`src/rtl/result_trace_buffer_if.sv`:
```
// ----------------------------------------------------------------------------
// result_trace_buffer_if
//   Drain-side handshake of the result trace buffer. It carries the head entry
//   of the FIFO towards a host/log sink.
//   out_data  : head entry (don't-care while out_valid is low)
//   out_valid : buffer holds at least one entry
//   out_ready : sink accepts the head entry this cycle
//   master modport : used by the buffer
//   slave modport  : used by the sink
// ----------------------------------------------------------------------------
interface result_trace_buffer_if #(
   parameter int OUT_W = 32
);
   logic [OUT_W-1:0] out_data;
   logic             out_valid;
   logic             out_ready;

   modport master (output out_data, output out_valid, input out_ready);
   modport slave  (input out_data, input out_valid, output out_ready);
endinterface

```
`src/rtl/result_trace_buffer.sv`:
```
// ----------------------------------------------------------------------------
// result_trace_buffer
//   Watches the core's result bus and pushes every new value (a value that
//   differs from the last captured one, or the very first one after reset)
//   into a first-word-fall-through FIFO. The FIFO is drained over a
//   valid/ready port. If a capture arrives while the FIFO is full and nothing
//   is leaving, the entry is dropped and a sticky overflow flag is raised.
//
//   Optional build macro RESULT_TRACE_TIMESTAMP_EN: adds a free-running
//   TS_W-bit cycle counter. Each entry then becomes {timestamp, result}.
//
// Ports
//   clock    : single clock, rising edge
//   rst      : asynchronous reset, active low
//   cap_en   : capture enable
//   result   : core result bus, sampled on the rising edge
//   out_if   : drain handshake (out_data / out_valid / out_ready)
//   count    : current FIFO occupancy
//   overflow : sticky flag, a capture was dropped because the FIFO was full
//   clr_ovf  : synchronous clear of overflow
// ----------------------------------------------------------------------------
module result_trace_buffer #(
   parameter int DATA_W = 32,
   parameter int DEPTH  = 16,
   parameter int TS_W   = 16
) (
   input  logic                     clock,
   input  logic                     rst,
   input  logic                     cap_en,
   input  logic [DATA_W-1:0]        result,
   result_trace_buffer_if.master    out_if,
   output logic [$clog2(DEPTH):0]   count,
   output logic                     overflow,
   input  logic                     clr_ovf
);

`ifdef RESULT_TRACE_TIMESTAMP_EN
   localparam bit TS_EN = 1'b1;
`else
   localparam bit TS_EN = 1'b0;
`endif
   localparam int OUT_W = TS_EN ? (TS_W + DATA_W) : DATA_W;
   localparam int PTR_W = $clog2(DEPTH);
   localparam int CNT_W = PTR_W + 1;

   logic [OUT_W-1:0]  mem_r [DEPTH];
   logic [PTR_W-1:0]  wr_ptr_r;
   logic [PTR_W-1:0]  rd_ptr_r;
   logic [CNT_W-1:0]  count_r;
   logic [CNT_W-1:0]  count_nxt_s;
   logic              valid_r;
   logic              overflow_r;
   logic              overflow_nxt_s;
   logic              first_r;
   logic [DATA_W-1:0] last_r;
   logic [OUT_W-1:0]  entry_s;
   logic              full_s;
   logic              push_s;
   logic              pop_s;
   logic              wr_s;
   logic              drop_s;

`ifdef RESULT_TRACE_TIMESTAMP_EN
   logic [TS_W-1:0]   ts_cnt_r;

   // Free-running cycle counter; the value present at the capturing edge is stored.
   always_ff @(posedge clock or negedge rst) begin
      if (!rst) begin
         ts_cnt_r <= {TS_W{1'b0}};
      end else begin
         ts_cnt_r <= ts_cnt_r + TS_W'(1);
      end
   end

   assign entry_s = {ts_cnt_r, result};
`else
   assign entry_s = result;
`endif

   assign full_s = (count_r == CNT_W'(DEPTH));
   // The first capture after reset is unconditional, later ones only on change.
   assign push_s = cap_en & (first_r | (result != last_r));
   assign pop_s  = valid_r & out_if.out_ready;
   // A pop frees the slot at the same edge, so a full FIFO can still accept.
   assign wr_s   = push_s & (~full_s | pop_s);
   assign drop_s = push_s & full_s & ~pop_s;

   // Occupancy next-state: moves only when exactly one of write/pop happens.
   always_comb begin
      count_nxt_s = count_r;
      if (wr_s && !pop_s) begin
         count_nxt_s = count_r + CNT_W'(1);
      end else if (pop_s && !wr_s) begin
         count_nxt_s = count_r - CNT_W'(1);
      end else begin
         count_nxt_s = count_r;
      end
   end

   // Overflow next-state: a drop in the same cycle beats a clear request.
   always_comb begin
      overflow_nxt_s = overflow_r;
      if (drop_s) begin
         overflow_nxt_s = 1'b1;
      end else if (clr_ovf) begin
         overflow_nxt_s = 1'b0;
      end else begin
         overflow_nxt_s = overflow_r;
      end
   end

   // Control state: pointers, occupancy, valid, overflow and change detector.
   always_ff @(posedge clock or negedge rst) begin
      if (!rst) begin
         wr_ptr_r   <= {PTR_W{1'b0}};
         rd_ptr_r   <= {PTR_W{1'b0}};
         count_r    <= {CNT_W{1'b0}};
         valid_r    <= 1'b0;
         overflow_r <= 1'b0;
         first_r    <= 1'b1;
         last_r     <= {DATA_W{1'b0}};
      end else begin
         if (wr_s) begin
            wr_ptr_r <= wr_ptr_r + PTR_W'(1);
         end
         if (pop_s) begin
            rd_ptr_r <= rd_ptr_r + PTR_W'(1);
         end
         // last/first track every push, including dropped ones.
         if (push_s) begin
            last_r  <= result;
            first_r <= 1'b0;
         end
         count_r    <= count_nxt_s;
         valid_r    <= (count_nxt_s != {CNT_W{1'b0}});
         overflow_r <= overflow_nxt_s;
      end
   end

   // Storage array; deliberately not reset, contents are masked by valid.
   always_ff @(posedge clock) begin
      if (wr_s) begin
         mem_r[wr_ptr_r] <= entry_s;
      end
   end

   assign out_if.out_data  = mem_r[rd_ptr_r];
   assign out_if.out_valid = valid_r;
   assign count            = count_r;
   assign overflow         = overflow_r;

endmodule

```
`src/flat_wrapper.sv`:
```
// flat-port wrapper written by rule: the top's interface ports become plain ports
module result_trace_buffer_flat 
#(
   parameter int DATA_W = 32,
   parameter int DEPTH  = 16,
   parameter int TS_W   = 16
)
  (clock, rst, cap_en, result, count, overflow, clr_ovf, out_if_out_data, out_if_out_valid, out_if_out_ready);
  result_trace_buffer_if #(.OUT_W((32))) out_if_i ();
  input  logic clock;
  input  logic rst;
  input  logic cap_en;
  input  logic [DATA_W-1:0] result;
  output logic [$clog2(DEPTH):0] count;
  output logic overflow;
  input  logic clr_ovf;
  output wire logic [$bits(out_if_i.out_data)-1:0] out_if_out_data;
  output wire logic [$bits(out_if_i.out_valid)-1:0] out_if_out_valid;
  input wire logic [$bits(out_if_i.out_ready)-1:0] out_if_out_ready;
  assign out_if_out_data = out_if_i.out_data;
  assign out_if_out_valid = out_if_i.out_valid;
  assign out_if_i.out_ready = out_if_out_ready;
  result_trace_buffer #(.DATA_W(DATA_W), .DEPTH(DEPTH), .TS_W(TS_W)) u_core (.clock(clock), .rst(rst), .cap_en(cap_en), .result(result), .out_if(out_if_i), .count(count), .overflow(overflow), .clr_ovf(clr_ovf));
endmodule
```
`config.mk`:
```
export PLATFORM = sky130hd
export DESIGN_NAME = result_trace_buffer_flat
export DESIGN_NICKNAME = d
export VERILOG_FILES = /design/src/rtl/result_trace_buffer_if.sv /design/src/rtl/result_trace_buffer.sv /design/src/flat_wrapper.sv
export SDC_FILE = /design/constraint.sdc
export NUM_CORES = 1
export LEC_CHECK = 0
export ABC_CLOCK_PERIOD_IN_PS = 6940
export CORE_MARGIN = 3
export CORE_UTILIZATION = 45
export CTS_CLUSTER_DIAMETER = 40
export DETAILED_ROUTE_END_ITERATION = 16
export GPL_TIMING_DRIVEN = 0
export SLEW_MARGIN = 25
export SYNTH_ARGS = -nofsm -noshare
export SYNTH_HDL_FRONTEND = slang
export SYNTH_SLANG_ARGS = --single-unit
```
`constraint.sdc`:
```
create_clock -name clock -period 6.94 [get_ports clock]
set_input_delay 1.041 -clock clock [delete_from_list [all_inputs] [get_ports clock]]
set_output_delay 1.041 -clock clock [all_outputs]
set_load 0.01 [all_outputs]
```
==> Word-level counts from Yosys, hierarchy flattened <==
Memory sizes are Yosys's and may differ from the RTL's.
Cells that the tools add are included.
{ "totals": {"regBits": 48, "mem_bits_rw": 512, "in_bits": 37, "output_inout_bits": 39, "elab_cells": 35, "n_memories": 1} }
{ "op_classes": {"addsub": 4, "eq_ne": 2, "mux": 6, "n_bitwise": 9, "reduce_logical": 6} }
{ "mem_list": {"columns": ["memory", "depth", "word_bits", "read_ports", "rd_clocked_by_memory_dff", "wr", "line_no", "rtl"], "rows": [
  ["u_core.mem_r", 16, 32, 1, 0, 1, "result_trace_buffer.sv:46", "logic [OUT_W-1:0] mem_r [DEPTH];"]
]} }
{ "op_table": {"columns": ["cell", "n"], "rows": [
  ["!= test 32 bit", 1],
  ["two-way mux 5 bit", 2],
  ["adder 4 x 1 -> 4 bit (second input constant)", 2],
  ["adder 5 x 1 -> 5 bit (second input constant)", 1],
  ["AND 1 bit", 5],
  ["equality test 5 bit (second input constant)", 1],
  ["nonzero test 5 bit", 1],
  ["subtractor 5 x 1 -> 5 bit (second input constant)", 1],
  ["two-way mux 1 bit", 4],
  ["logical AND 1 bit", 2],
  ["zero test 1 bit", 2],
  ["inverter 1 bit", 2],
  ["bitwise OR 1 bit", 2],
  ["nonzero test 2 bit", 1]
]} }

==> Depth between registers and ports, before layout <==
Gate-level depths: netlist of run 1.
{ "depth": {"word_depth": 9, "ltp_mapped": 9} }

==> Worst setup path after synthesis of run 1 <==
No wires, ideal clock.
{ "synth_path": {"path_kind": "input-to-reg", "from": "in result[6]", "to": "mem u_core.mem_r[3][0] (enable)", "setup_time_ns": 0.461, "t_arrival_ns": 4.396, "required_time_ns": 6.479, "slack_ns": 2.084, "cell_stages": 8, "path_buffers": 1, "cell_sequence": "xor2_1 nor4_1 nand4_1 o31ai_2 buf_6 a21oi_1 nand2_1 nor3_1"} }
{ "synth_between": {"elab_chain_len": 6} }
{ "synth_rtl": {"columns": ["item", "line_no", "rtl"], "rows": [
  ["from (decl)", "flat_wrapper.sv:13", "input logic [DATA_W-1:0] result;"],
  ["!= test 32 bit", "result_trace_buffer.sv:82", "assign push_s = cap_en & (first_r | (result != last_r));"],
  ["bitwise OR 1 bit", "result_trace_buffer.sv:82", null],
  ["AND 1 bit", "result_trace_buffer.sv:82", null],
  ["AND 1 bit", "result_trace_buffer.sv:85", "assign wr_s = push_s & (~full_s | pop_s);"],
  ["two-way mux 1 bit", "result_trace_buffer.sv:142", "if (wr_s) begin"],
  ["two-way mux 1 bit (not written as such)", "result_trace_buffer.sv:143", "mem_r[wr_ptr_r] <= entry_s;"],
  ["to (decl)", "result_trace_buffer.sv:46", null]
]} }
Every way passes these cells.

==> Worst setup path after layout of run 1 <==
{ "layout_path": {"from": "reg u_core.rd_ptr_r[0]", "to": "out out_if_out_data[8]"} }
{ "layout_between": {"elab_chain_len": 1} }
{ "layout_rtl": {"columns": ["item", "line_no", "rtl"], "rows": [
  ["from (decl)", "result_trace_buffer.sv:48", "logic [PTR_W-1:0] rd_ptr_r;"],
  ["from (signal assigned)", "result_trace_buffer.sv:116", "rd_ptr_r <= {PTR_W{1'b0}};"],
  ["from (signal assigned)", "result_trace_buffer.sv:127", "rd_ptr_r <= rd_ptr_r + PTR_W'(1);"],
  ["memory read (16 x 32 bit)", null, null],
  ["to (decl)", "flat_wrapper.sv:17", "output wire logic [$bits(out_if_i.out_data)-1:0] out_if_out_data;"]
]} }
Every way passes these cells.

==> flow_summary.ini, run 1 <==
[run_status]
status = completed

[floorplanning]
core-area_um2 = 47000
row_count = 79
ios = 76
initial_core_util_pct = 46.0
dieArea_um2 = 50700
die_x_um = 225
die_h_um = 225

[cells_and_area]
stdcell_count = 1779
area_growth_pct = 21.6
final_layout_size_suffix_gt1_share_pct = 33.0
n_antenna_cell = 0
stdcell_area_um2 = 26300
mostFrequentLayoutCells = edfxtp_1, mux4_2, clkbuf_16, clkdlybuf4s50_1, dfrtp_1
final_common_cell = edfxtp_1
nFillCells = 3419
nets = 1158
final_core_util_pct = 56.0

[setup_path]
path_cells = clkbuf_1 -> clkbuf_1 -> buf_1 -> mux4_2 -> mux4_2 -> clkdlybuf4s50_1
critPathRequiredTime_ns = 5.90
path_buf_inv = 4
cp_max_fo = 10
startpoint = u_core.rd_ptr_r[0]
critPathMaxStageDelay_ns = 0.73
cp_slowest_cell = buf_1
endpoint_kind = primary output
cp_top_family = buffers and inverters
crit_type = flip-flop to primary output
rr_startpoint = u_core.last_r[4]
startpoint_type = flip-flop
cp.arrival_ns = 4.12

[timing]
period_share_pct = 74.4
setup_viol = 0
tightest_slew_ns = 0.974
skew_ns = 0.0190
rsz0062_at_grt = false
fin_crit_ns = 5.16
clock.fmax_mhz = 194
hold_viol = 0
tns_ns = 0
drv_slew = 0
relSlewSlack_pct = 35.1
fin_hold_ws_ns = 0.456

[global_route]
grt_max_degree = 49
grt_pass1_vias = 10500
use_met1_pct = 27.3
antenna_found_initial = 0
use_met2_pct = 30.3
grt_usage_pct = 18.9
grt_overflow = 0
top_usage_layer = met2
grt_pass1_wl_mm = 69.7
use_met3_pct = 2.90

[logic_synthesis]
ys_ff_latch = 560
synth_compound_area_share_pct = 0.301
yosysWarnings = 0
synthXorXnorAreaFrac_pct = 1.70
synth.area.top_cells = edfxtp_1, mux4_2, dfrtp_1
muxShareOfSynthArea_pct = 18.5
synthAdderAreaFrac_pct = 0.463
synth_top_family_by_area = multiplexers
ys_seq_area_share_pct = 76.7
synth-simple-area-share_pct = 1.37
netlist.top_cell.by_area = edfxtp_1
synthCells = 926
synth_cell_type_count = 32
synth.avg_cell_area_um2 = 23.3
syn-cell-area_um2 = 21600
netlist.area_leader.share_pct = 71.1
synth_nets = 971

[detailed_routing]
vias_per_cell = 5.67
finalWirelength_mm = 46.6
vias = 10100
wl_per_cell_um = 26.2
drc = 0
drt_iter0_drc = 866
firstDrtPassIters = 5
ant_nets = 0

[power]
leakage_nw = 8.57
irDropWorstVdd_mv = 0.220
p_per_area_nw_per_um2 = 420

[cts]
clockRootBuffer = clkbuf_16
clock_sinks = 560
cts_buffer_depth = 3
cts_setup_buffers = 0
cts_resized = 0
cts_tree = done
cts_made_buffers = 73
cts_hold_buf = 0
clk_latency_ns = 0.60
clk_pin_slew_worst_paths_ns = 0.06
ctsHtreeMaxLevel = 3

[placement]
io_buffers = 74
gp_congestion = 0.723
hpwl_mm = 30.5
placed_area_um2 = 23800
place_inst = 1645

[job]
cap_violations = 0

[hold_path]
worstHoldPathType = input port to async pin
-- per-layer routing --
layer	share of wire, %	up-vias
li1	-	4307
met1	44	5419
met2	49	294
met3	4.6	71
met4	2.0	0
met5	0	-
-- stage by stage --
step	power [W]	setup WS [ns]
2_1_floorplan	0.00609	2.08
3_3_place_gp	0.00730	-1.95
3_5_place_dp	0.00746	1.82
4_1_cts	0.0112	1.57
5_1_grt	0.0115	1.52
6_report	0.0110	1.78
-- synth_stat cells --
library cell	count
nand3_1	5
nor3_1	4
dfrtp_1	47
o31ai_1	1
mux2i_1	4
clkbuf_1	28
nand2b_1	2
o21ai_0	2
a41oi_1	1
and3_1	1
or3_1	1
buf_2	2
inv_1	6
mux4_2	160
nor2_1	15
nor4_1	7
o32ai_1	1
a21oi_1	2
ha_1	8
dfstp_2	1
xnor2_1	10
o211ai_1	1
nand2_1	14
or4_1	3
buf_1	14
o31ai_2	1
edfxtp_1	512
buf_6	1
and2_1	2
xor2_1	32
nand4_1	6
mux2_2	32
-- cell families after synthesis --
| kind of cell | count (synthesis) |
|---|---|
| fa+ha+maj | 8 |
| xor+xnor | 42 |
| simple gates | 60 |
| flops | 560 |
| buf+inv | 51 |
| mux | 196 |
| compound gates | 9 |
-- report_power, final --
group	switching, W	leakage [nW]	internal [W]
sequential	0.000101	5.19	0.00405
clock	0.00148	1.18	0.00223
combinational	0.00157	2.20	0.00160
-- worst paths after layout --
check	to	slack [ns]	cells past startpoint
worst max-delay path	out_if_out_data[8]	1.78	6
worst min-delay path	u_core.out_if.out_valid	0.46	1
worst max register to register	u_core.mem_r[0][12]	3.38	11
worst min register to register	u_core.first_r	0.49	1
max in group asynchronous	u_core.last_r[16]	6.01	1
min in group clock	u_core.first_r	0.49	1
-- flip-flops by register name (all words and copies together) (netlist names) --
register,count
u_core.rd_ptr_r,4
u_core.wr_ptr_r,4
u_core.mem_r,512
u_core.out_if.out_valid,1
u_core.last_r,32
u_core.count,5
u_core.overflow,1
u_core.first_r,1
-- final cells by class --
class	count	area, um2	share of cell area [%]
plain buffers	45	195	0.743
well taps	607	759	2.89
repair buffers	112	1350	5.13
multi-input cells	315	4940	18.8
flip-flops and latches	560	16600	63.1
inverters	6	22.5	0.0857
clock buffers	83	1880	7.17
clock inverters	51	547	2.08
(Power assumes the default switching activity.)
==> run 2, diff against run 1 <==
--- a/config.mk
+++ b/config.mk
@@ -5,7 +5,7 @@
 export SDC_FILE = /design/constraint.sdc
 export NUM_CORES = 1
 export LEC_CHECK = 0
-export ABC_CLOCK_PERIOD_IN_PS = 6940
+export ABC_CLOCK_PERIOD_IN_PS = 5100
 export CORE_MARGIN = 3
 export CORE_UTILIZATION = 45
 export CTS_CLUSTER_DIAMETER = 40
==> constraint.sdc (replaced) <==
create_clock -name clock -period 5.1 [get_ports clock]
set_input_delay 0.765 -clock clock [delete_from_list [all_inputs] [get_ports clock]]
set_output_delay 0.765 -clock clock [all_outputs]
set_load 0.01 [all_outputs]
==> flow_summary.ini, run 2 (synthesis results as in run 1) <==
[run_status]
status = completed

[detailed_routing]
vias_per_cell = 5.67
drc = 0
drt_iter0_drc = 854
vias = 10100
firstDrtPassIters = 5
wl_per_cell_um = 26.2
finalWirelength_mm = 46.5
ant_nets = 0

[setup_path]
cp.arrival_ns = 4.03
endpoint_kind = primary output
r2r_end = u_core.mem_r[2][12]
crit_type = flip-flop to primary output
startpoint_type = flip-flop
rr_startpoint = u_core.last_r[4]
r2r_cells = 11
cp_max_fo = 10
ff2ff_setup_slack_ns = 1.55
critPathRequiredTime_ns = 4.34

[power]
irDropWorstVdd_mv = 0.299
leakage_nw = 8.57
p_per_area_nw_per_um2 = 572

[cts]
clk_pin_slew_worst_paths_ns = 0.06
clockRootBuffer = clkbuf_16
clock_sinks = 560
cts_buffer_depth = 3
clk_latency_ns = 0.60
ctsHtreeMaxLevel = 3
cts_tree = done
cts_made_buffers = 73

[timing]
drv_slew = 0
relSlewSlack_pct = 34.2
worst_slack_ns = 0.301
rsz0062_at_grt = false
tightest_slew_ns = 0.987
fin_hold_ws_ns = 0.178
clock.fmax_mhz = 208
fin_crit_ns = 4.80
setup_viol = 0
period_share_pct = 94.1
skew_ns = 0.0179
hold_viol = 0

[global_route]
grt_pass1_wl_mm = 69.7
use_met2_pct = 30.3
grt_usage_pct = 18.9
use_met3_pct = 2.90
grt_max_degree = 49
grt_pass1_vias = 10500
use_met1_pct = 27.3
antenna_found_initial = 0
top_usage_layer = met2
grt_overflow = 0

[cells_and_area]
area_growth_pct = 21.6
n_antenna_cell = 0
final_layout_size_suffix_gt1_share_pct = 33.1
stdcell_count = 1779
largest_register = u_core.mem_r
largest_reg_flops = 512
final_common_cell = edfxtp_1
mostFrequentLayoutCells = edfxtp_1, mux4_2, clkbuf_16, clkdlybuf4s50_1, dfrtp_1
final_core_util_pct = 56.0
nets = 1158

[placement]
gp_congestion = 0.723
place_inst = 1645
pre_cts_slack_ns = 0.261
hpwl_mm = 30.5
io_buffers = 74

[job]
cap_violations = 0

[hold_path]
worstHoldPathType = input port to async pin

[floorplanning]
initial_core_util_pct = 46.0
die_h_um = 225
row_count = 79
dieArea_um2 = 50700
core-area_um2 = 47000
die_x_um = 225
ios = 76
run 2: what timing repair did:
item | 4_1_cts | 5_1_grt
endpoints found under the setup margin | 0 | 8
resized for setup | 0 | 2
hold endpoints to repair | 0 | 0
hold buffers | 0 | 0
buffers inserted | 0 | 0
run 2: worst max path at each step:
stage / depth (start not counted) / slack (ns) / start / end
after global routing: 6 / 0.05 / u_core.rd_ptr_r[0] / out_if_out_data[12]
after detailed placement: 12 / 0.26 / result[4] / u_core.mem_r[0][14]
after CTS: 6 / 0.002 / u_core.rd_ptr_r[0] / out_if_out_data[26]
after global placement: 9 / -3.51 / result[4] / u_core.mem_r[3][14]
after floorplan: 8 / 0.52 / result[6] / u_core.mem_r[3][0]
final: 6 / 0.30 / u_core.rd_ptr_r[0] / out_if_out_data[12]
run 2: cell type report:
cell class / instances / area, um2
well taps: 607 / 759
clock inverters: 51 / 547
inverters: 6 / 22.5
repair buffers: 112 / 1350
fillers: 3418 / 20700
multi-input cells: 315 / 4940
clock buffers: 83 / 1880
plain buffers: 45 / 196
flip-flops and latches: 560 / 16600
run 2: per-stage QoR:
step	setup TNS [ns]	power, W	instance area (um2)
after floorplan	0	0.00829	21600
after global placement	-994.97	0.00993	23100
after detailed placement	0	0.0101	23800
after CTS	0	0.0152	26300
after global routing	0	0.0156	26300
final	0	0.0150	26300
run 2: power by group:
part | internal (W) | switching [W]
combinational | 0.00218 | 0.00214
clock | 0.00303 | 0.00201
sequential | 0.00551 | 0.000137
run 2: critical path, stage by stage, from the launching register on:
cell             delay (ns)
dfrtp_1                0.35
clkbuf_1               0.18
clkbuf_1               0.59
buf_1                  0.71
mux4_2                 0.61
mux4_2                 0.49
clkdlybuf4s50_1        0.49
run 2: metal layers:
metal | vias up | share of wire, % | routed length [um]
li1 | 4309 | - | -
met1 | 5416 | 44 | 20500
met2 | 284 | 49 | 22900
met3 | 75 | 4.6 | 2130
met4 | 0 | 2.0 | 936
met5 | - | 0 | 0
